===== src/rtl/x1_ioctl_loader_if.sv =====
// rtl/x1_ioctl_loader_if.sv - ioctl download and memory write port bundle for x1_ioctl_loader
// Purpose: groups the host ioctl stream, the memory write handshake and the status outputs.
// Ports (signals): I_DL, I_IDX, I_WR, I_ADDR, I_DOUT, I_MEM_ACK are driven by the host/memory side;
//   O_WAIT, O_MEM_A, O_MEM_D, O_MEM_REQ, O_CPU_RESET, O_DONE, O_DROP_CNT are driven by the loader.
// Modports: master = host/memory side, slave = loader.
interface x1_ioctl_loader_if #(
    parameter int AW = 18
);
    logic          I_DL;
    logic [7:0]    I_IDX;
    logic          I_WR;
    logic [24:0]   I_ADDR;
    logic [7:0]    I_DOUT;
    logic          O_WAIT;
    logic [AW-1:0] O_MEM_A;
    logic [7:0]    O_MEM_D;
    logic          O_MEM_REQ;
    logic          I_MEM_ACK;
    logic          O_CPU_RESET;
    logic          O_DONE;
    logic [7:0]    O_DROP_CNT;

    modport master (
        output I_DL, I_IDX, I_WR, I_ADDR, I_DOUT, I_MEM_ACK,
        input  O_WAIT, O_MEM_A, O_MEM_D, O_MEM_REQ, O_CPU_RESET, O_DONE, O_DROP_CNT
    );

    modport slave (
        input  I_DL, I_IDX, I_WR, I_ADDR, I_DOUT, I_MEM_ACK,
        output O_WAIT, O_MEM_A, O_MEM_D, O_MEM_REQ, O_CPU_RESET, O_DONE, O_DROP_CNT
    );
endinterface


===== src/rtl/x1_ioctl_loader.sv =====
// rtl/x1_ioctl_loader.sv - ioctl download to SRAM write port loader with CPU reset hold
// Purpose: buffers ioctl bytes in a small FIFO, relocates them into the IPL or CGROM
//   region by ioctl index, writes them to memory, and holds the core in reset while loading.
// Ports: I_CLK (clock), I_RESET (sync active-high reset), bus (x1_ioctl_loader_if.slave).
module x1_ioctl_loader #(
    parameter int            AW          = 18,
    parameter int            FIFO_DEPTH  = 4,
    parameter logic [7:0]    IPL_IDX     = 8'h00,
    parameter logic [AW-1:0] IPL_BASE    = AW'(32'h00000),
    parameter int            IPL_SIZE    = 32768,
    parameter logic [7:0]    CG_IDX      = 8'h01,
    parameter logic [AW-1:0] CG_BASE     = AW'(32'h08000),
    parameter int            CG_SIZE     = 2048,
    parameter int            HOLD_CYCLES = 16
) (
    input  logic               I_CLK,
    input  logic               I_RESET,
    x1_ioctl_loader_if.slave   bus
);
    localparam int PW = $clog2(FIFO_DEPTH);
    localparam logic [PW:0] FULL_LVL = (PW+1)'(FIFO_DEPTH);
    localparam logic [PW:0] WAIT_LVL = (PW+1)'(FIFO_DEPTH - 1);

    typedef enum logic [1:0] {
        ST_IDLE,
        ST_LOAD,
        ST_DRAIN,
        ST_HOLD
    } state_t;

    state_t        state, state_nx;
    logic [7:0]    hold_cnt, hold_cnt_nx;
    logic          done;

    logic [AW-1:0] fifo_a [FIFO_DEPTH];
    logic [7:0]    fifo_d [FIFO_DEPTH];
    logic [PW-1:0] rd_ptr, wr_ptr;
    logic [PW:0]   count, count_nx;
    logic          wait_q;
    logic [7:0]    drop_cnt;

    logic          is_ipl, is_cg, routed, in_range;
    logic          empty, full, push, drop, req, pop;
    logic [24:0]   region_size;
    logic [AW-1:0] region_base, wr_addr;

    // IPL wins if both indices are configured identically.
    assign is_ipl = (bus.I_IDX == IPL_IDX);
    assign is_cg  = !is_ipl && (bus.I_IDX == CG_IDX);

    always_comb begin
        region_size = '0;
        region_base = '0;
        if (is_ipl) begin
            region_size = 25'(IPL_SIZE);
            region_base = IPL_BASE;
        end else if (is_cg) begin
            region_size = 25'(CG_SIZE);
            region_base = CG_BASE;
        end
    end

    // Range check sees the full 25-bit offset so a huge file can never alias back in.
    assign routed   = bus.I_WR && bus.I_DL && (is_ipl || is_cg);
    assign in_range = (bus.I_ADDR < region_size);
    assign wr_addr  = region_base + bus.I_ADDR[AW-1:0];

    assign empty = (count == '0);
    assign full  = (count == FULL_LVL);
    assign push  = routed && in_range && !full;
    assign drop  = routed && (!in_range || full);
    assign req   = !empty && (state == ST_LOAD || state == ST_DRAIN);
    assign pop   = req && bus.I_MEM_ACK;

    assign count_nx = count + {{PW{1'b0}}, push} - {{PW{1'b0}}, pop};

    always_ff @(posedge I_CLK) begin
        if (I_RESET) begin
            rd_ptr   <= '0;
            wr_ptr   <= '0;
            count    <= '0;
            wait_q   <= 1'b0;
            drop_cnt <= 8'h00;
        end else begin
            if (push) begin
                fifo_a[wr_ptr] <= wr_addr;
                fifo_d[wr_ptr] <= bus.I_DOUT;
                wr_ptr         <= wr_ptr + 1'b1;
            end
            if (pop) begin
                rd_ptr <= rd_ptr + 1'b1;
            end
            count  <= count_nx;
            // Asserted one entry early so a host reacting a cycle late still fits.
            wait_q <= (count_nx >= WAIT_LVL);
            if (drop && drop_cnt != 8'hFF) begin
                drop_cnt <= drop_cnt + 8'd1;
            end
        end
    end

    always_ff @(posedge I_CLK) begin
        if (I_RESET) begin
            state    <= ST_IDLE;
            hold_cnt <= 8'h00;
        end else begin
            state    <= state_nx;
            hold_cnt <= hold_cnt_nx;
        end
    end

    always_comb begin
        state_nx    = state;
        hold_cnt_nx = hold_cnt;
        done        = 1'b0;
        case (state)
            ST_IDLE: begin
                if (bus.I_DL) state_nx = ST_LOAD;
            end
            ST_LOAD: begin
                if (!bus.I_DL) state_nx = ST_DRAIN;
            end
            ST_DRAIN: begin
                if (bus.I_DL) begin
                    state_nx = ST_LOAD;
                end else if (empty) begin
                    state_nx    = ST_HOLD;
                    hold_cnt_nx = 8'(HOLD_CYCLES);
                end
            end
            ST_HOLD: begin
                // A new download abandons the countdown; the core stays in reset.
                if (bus.I_DL) begin
                    state_nx = ST_LOAD;
                end else if (hold_cnt == 8'd1) begin
                    state_nx = ST_IDLE;
                    done     = 1'b1;
                end else begin
                    hold_cnt_nx = hold_cnt - 8'd1;
                end
            end
            default: state_nx = ST_IDLE;
        endcase
    end

    assign bus.O_WAIT      = wait_q;
    assign bus.O_MEM_REQ   = req;
    assign bus.O_MEM_A     = empty ? '0 : fifo_a[rd_ptr];
    assign bus.O_MEM_D     = empty ? 8'h00 : fifo_d[rd_ptr];
    assign bus.O_CPU_RESET = (state != ST_IDLE);
    assign bus.O_DONE      = done;
    assign bus.O_DROP_CNT  = drop_cnt;
endmodule


===== src/flat_wrapper.sv =====
// flat-port wrapper written by rule: the top's interface ports become plain ports
module x1_ioctl_loader_flat 
#(
    parameter int            AW          = 18,
    parameter int            FIFO_DEPTH  = 4,
    parameter logic [7:0]    IPL_IDX     = 8'h00,
    parameter logic [AW-1:0] IPL_BASE    = AW'(32'h00000),
    parameter int            IPL_SIZE    = 32768,
    parameter logic [7:0]    CG_IDX      = 8'h01,
    parameter logic [AW-1:0] CG_BASE     = AW'(32'h08000),
    parameter int            CG_SIZE     = 2048,
    parameter int            HOLD_CYCLES = 16
)
  (I_CLK, I_RESET, bus_I_DL, bus_I_IDX, bus_I_WR, bus_I_ADDR, bus_I_DOUT, bus_I_MEM_ACK, bus_O_WAIT, bus_O_MEM_A, bus_O_MEM_D, bus_O_MEM_REQ, bus_O_CPU_RESET, bus_O_DONE, bus_O_DROP_CNT);
  x1_ioctl_loader_if #(.AW(AW)) bus_i ();
  input  logic I_CLK;
  input  logic I_RESET;
  input wire logic [$bits(bus_i.I_DL)-1:0] bus_I_DL;
  input wire logic [$bits(bus_i.I_IDX)-1:0] bus_I_IDX;
  input wire logic [$bits(bus_i.I_WR)-1:0] bus_I_WR;
  input wire logic [$bits(bus_i.I_ADDR)-1:0] bus_I_ADDR;
  input wire logic [$bits(bus_i.I_DOUT)-1:0] bus_I_DOUT;
  input wire logic [$bits(bus_i.I_MEM_ACK)-1:0] bus_I_MEM_ACK;
  output wire logic [$bits(bus_i.O_WAIT)-1:0] bus_O_WAIT;
  output wire logic [$bits(bus_i.O_MEM_A)-1:0] bus_O_MEM_A;
  output wire logic [$bits(bus_i.O_MEM_D)-1:0] bus_O_MEM_D;
  output wire logic [$bits(bus_i.O_MEM_REQ)-1:0] bus_O_MEM_REQ;
  output wire logic [$bits(bus_i.O_CPU_RESET)-1:0] bus_O_CPU_RESET;
  output wire logic [$bits(bus_i.O_DONE)-1:0] bus_O_DONE;
  output wire logic [$bits(bus_i.O_DROP_CNT)-1:0] bus_O_DROP_CNT;
  assign bus_i.I_DL = bus_I_DL;
  assign bus_i.I_IDX = bus_I_IDX;
  assign bus_i.I_WR = bus_I_WR;
  assign bus_i.I_ADDR = bus_I_ADDR;
  assign bus_i.I_DOUT = bus_I_DOUT;
  assign bus_i.I_MEM_ACK = bus_I_MEM_ACK;
  assign bus_O_WAIT = bus_i.O_WAIT;
  assign bus_O_MEM_A = bus_i.O_MEM_A;
  assign bus_O_MEM_D = bus_i.O_MEM_D;
  assign bus_O_MEM_REQ = bus_i.O_MEM_REQ;
  assign bus_O_CPU_RESET = bus_i.O_CPU_RESET;
  assign bus_O_DONE = bus_i.O_DONE;
  assign bus_O_DROP_CNT = bus_i.O_DROP_CNT;
  x1_ioctl_loader #(.AW(AW), .FIFO_DEPTH(FIFO_DEPTH), .IPL_IDX(IPL_IDX), .IPL_BASE(IPL_BASE), .IPL_SIZE(IPL_SIZE), .CG_IDX(CG_IDX), .CG_BASE(CG_BASE), .CG_SIZE(CG_SIZE), .HOLD_CYCLES(HOLD_CYCLES)) u_core (.I_CLK(I_CLK), .I_RESET(I_RESET), .bus(bus_i));
endmodule

===== config.mk =====
export PLATFORM = sky130hd
export DESIGN_NAME = x1_ioctl_loader_flat
export DESIGN_NICKNAME = d
export VERILOG_FILES = /design/src/rtl/x1_ioctl_loader_if.sv /design/src/rtl/x1_ioctl_loader.sv /design/src/flat_wrapper.sv
export SDC_FILE = /design/constraint.sdc
export NUM_CORES = 1
export LEC_CHECK = 0
export ABC_AREA = 0
export CAP_MARGIN = 10
export CORE_MARGIN = 5
export CORE_UTILIZATION = 54
export CTS_CLUSTER_SIZE = 40
export DETAILED_ROUTE_END_ITERATION = 7
export PLACE_DENSITY = 0.84
export SKIP_CTS_REPAIR_TIMING = 1
export SYNTH_ARGS = -nofsm -noshare
export SYNTH_HDL_FRONTEND = slang
export SYNTH_SLANG_ARGS = --single-unit

===== constraint.sdc =====
create_clock -name I_CLK -period 5.5 [get_ports I_CLK]
set_input_delay 1.1 -clock I_CLK [delete_from_list [all_inputs] [get_ports I_CLK]]
set_output_delay 1.1 -clock I_CLK [all_outputs]
set_load 0.03 [all_outputs]

==> impl_metrics.ini <==
[layout]
seqCellArea_um2 = 3680
drive_gt1_frac = 0.171
nFillCells = 654
multi_input_area_um2 = 1810
area_growth_pct = 28.3
insertedDiodeCount = 0
final_nets = 514

[clock_network]
insertion_delay_ns = 0.50
path_clk_slew_ns = 0.06
clockRootBuffer = clkbuf_8
tritoncts = done
clkSinkCount = 132
htreeDepth = 4
cts_buffers = 17
clock_path_buffers = 2

[sta]
timing.hold.ws_ns = 0.488
hold_viol = 0
fin_crit_sh = 0.725
rsz0062_at_grt = false
skew_ns = 0.00756
worst_pin_slew_ns = 0.971
fmax_mhz = 251
relSlewSlack = 0.352
slew_viol_final = 0
setup_slack_ns = 1.51
setup_viol = 0
period_minus_slack_ns = 3.99
fin_setup_tns_ns = 0

[floorplanning]
core_um2 = 10200
row_count = 37
die_area_um2 = 12500
pin_count = 84
die_h_um = 112
start_util = 0.549
die-width_um = 112

[routing]
wl_per_cell_um = 18.9
drt_first_iter_violations = 189
drt_pre_antenna_iters = 4
drcViolationCount = 0
vias = 3397
wirelength_um = 11300
ant_nets = 0
drt-vias-per-instance = 5.67

[synthesis]
synth_cell_types = 50
synth_top_family_by_area = simple AND/OR/NAND/NOR gates
syn_inst = 355
synth_common_cells = 104 x edfxtp_1, 28 x dfxtp_1, 27 x and2_1
synth-compound-area-share = 0.0345
ys_seq_elements = 132
synth-edff-count = 104
ys_warn_count = 0
netlist_area_um2 = 5620
yosys.area_share.xor_xnor = 0.0187
yosys.area.top_type_share = 0.556
ys.flop_type = edfxtp_1
synth_largest_area_cell = edfxtp_1
synth.mux.area_fraction = 0.106
synth_nets = 419
seq_area_frac_synth = 0.656
synthSimpleGateAreaFrac = 0.119
yosys.area_share.adder = 0.0414
async_flop_share = 0
yosys.cell_count.top_type = edfxtp_1
avgSynthCellArea_um2 = 15.8
yosys-top-cells-area = edfxtp_1 56%, mux4_2 10%, dfxtp_1 10%, ha_1 3.8%, and2_1 3.0%

[power]
power_density_nw_per_um2 = 372
ir_drop_mv = 0.213
cellLeakagePower_uw = 0.00239

[global_route]
grt_pass1_wl_um = 18200
grt_util_met1 = 0.239
gr-usage-met3 = 0.0582
grt_pass1_vias = 3520
grt_max_degree = 31
antenna_found_initial = 0
globalRouteMet2Util = 0.315
grt_usage = 0.188
overflow = 0
top_usage_layer = met2

[worst_setup_path]
crit_path_end_kind = output port
worstSetupStartpointType = register
crit_fanout = 26
critPathKind = register to output port
required_ns = 4.40
critPathArrivalTime_ns = 2.89

[min_path]
hold_path.class = register to register

[placed_design]
dp_hpwl_um = 6980
numPortBuffers = 83
dp_slack_ns = 1.08
gp_congestion = 0.828

[status]
status = finished clean

[run]
maxCapViolCount = 0
[worst max-delay path: stages, from the launching register on]
cell             delay, ns
dfxtp_2               0.95
mux4_2                0.60
and2_1                0.20
clkdlybuf4s50_1       0.60
[worst paths after layout]
kind | from | end | slack (ns) | depth (start not counted)
max | register | bus_O_MEM_A[17] | 1.51 | 3
min | u_core.hold_cnt[1]$_SDFFE_PP0P_ | u_core.hold_cnt[1]$_SDFFE_PP0P_ | 0.49 | 2
max reg2reg | u_core.count[1]$_SDFF_PP0_ | u_core.bus.O_WAIT$_SDFF_PP0_ | 2.54 | 9
min reg2reg | u_core.hold_cnt[1]$_SDFFE_PP0P_ | u_core.hold_cnt[1]$_SDFFE_PP0P_ | 0.49 | 2
[report_power, final]
part | switching, uW | internal (uW) | total, uW | leakage (uW)
combinational | 245 | 195 | 440 | 0.000941
clock | 416 | 696 | 1110 | 0.000287
sequential | 31.2 | 1100 | 1130 | 0.00116
[logic make-up (layout without fill, tap and decap cells)]
logic type | after synthesis | after routing
XOR/XNOR | 12 | 12
adder cells (fa/ha/maj) | 18 | 18
buffers and inverters | 29 | 137
AND/OR/NAND/NOR | 108 | 108
AO/OA/AOI/OAI | 29 | 29
multiplexers | 27 | 27
flip-flops | 132 | 132
[placed cells by master, fill, tap and decap left out, types with 2 or more instances in the layout]
cell	Yosys	layout
clkbuf_16	0	16
nor2_1	18	18
clkinvlp_4	0	2
nand4_1	6	6
edfxtp_1	104	104
xor2_1	8	8
nand3_1	7	7
a21oi_1	10	10
clkinv_4	0	3
inv_6	0	4
bufinv_16	0	3
o31ai_1	6	6
o21ai_0	4	4
nor2b_1	4	4
inv_1	14	14
and3_1	4	4
nor4_1	4	4
nor3b_2	0	4
mux4_2	26	26
ha_1	17	17
a21oi_2	2	2
nand2b_1	3	3
dfxtp_1	28	27
or3_1	3	3
nand4b_1	2	2
clkdlybuf4s50_1	0	83
xnor2_1	4	4
buf_4	1	7
and2_1	27	27
or4_1	8	8
clkinv_2	0	2
nand2_1	6	6
[registers in the layout (all words and copies together) (netlist names), named ones only]
signal / count
u_core.fifo_a: 72
u_core.wr_ptr: 2
u_core.rd_ptr: 2
u_core.fifo_d: 32
u_core.bus.O_DROP_CNT: 8
u_core.bus.O_WAIT: 1
u_core.hold_cnt: 8
u_core.count: 3
u_core.state: 2
[metrics by stage]
| stage | instance area, um^2 | power, uW | util | cells |
|---|---|---|---|---|
| global route | 7200 | 2790 | 0.704 | 599 |
| finish | 7200 | 2680 | 0.704 | 599 |
| floorplan | 5620 | 1410 | - | 355 |
| CTS | 7200 | 2700 | 0.704 | 599 |
| global placement | 6610 | 1570 | 0.646 | 567 |
| detailed placement | 6610 | 1590 | 0.646 | 567 |
[per-layer routing]
layer  part of all wire  routed length [um]  vias to the layer above
li1                   -                   -                     1559
met1               0.41                4640                     1709
met2               0.52                5920                      116
met3              0.060                 676                       13
met4             0.0080                  91                        0
met5                  0                   0                        -
[area by class of cell]
cell class	count	area share
repair buffers	90	0.123
inverters	15	0.00782
well taps	136	0.0236
clock buffers	18	0.0580
flip-flops and latches	132	0.512
clock inverters	14	0.0245
multi-input cells	194	0.252
No activity file was read; power rests on OpenSTA's default activity.
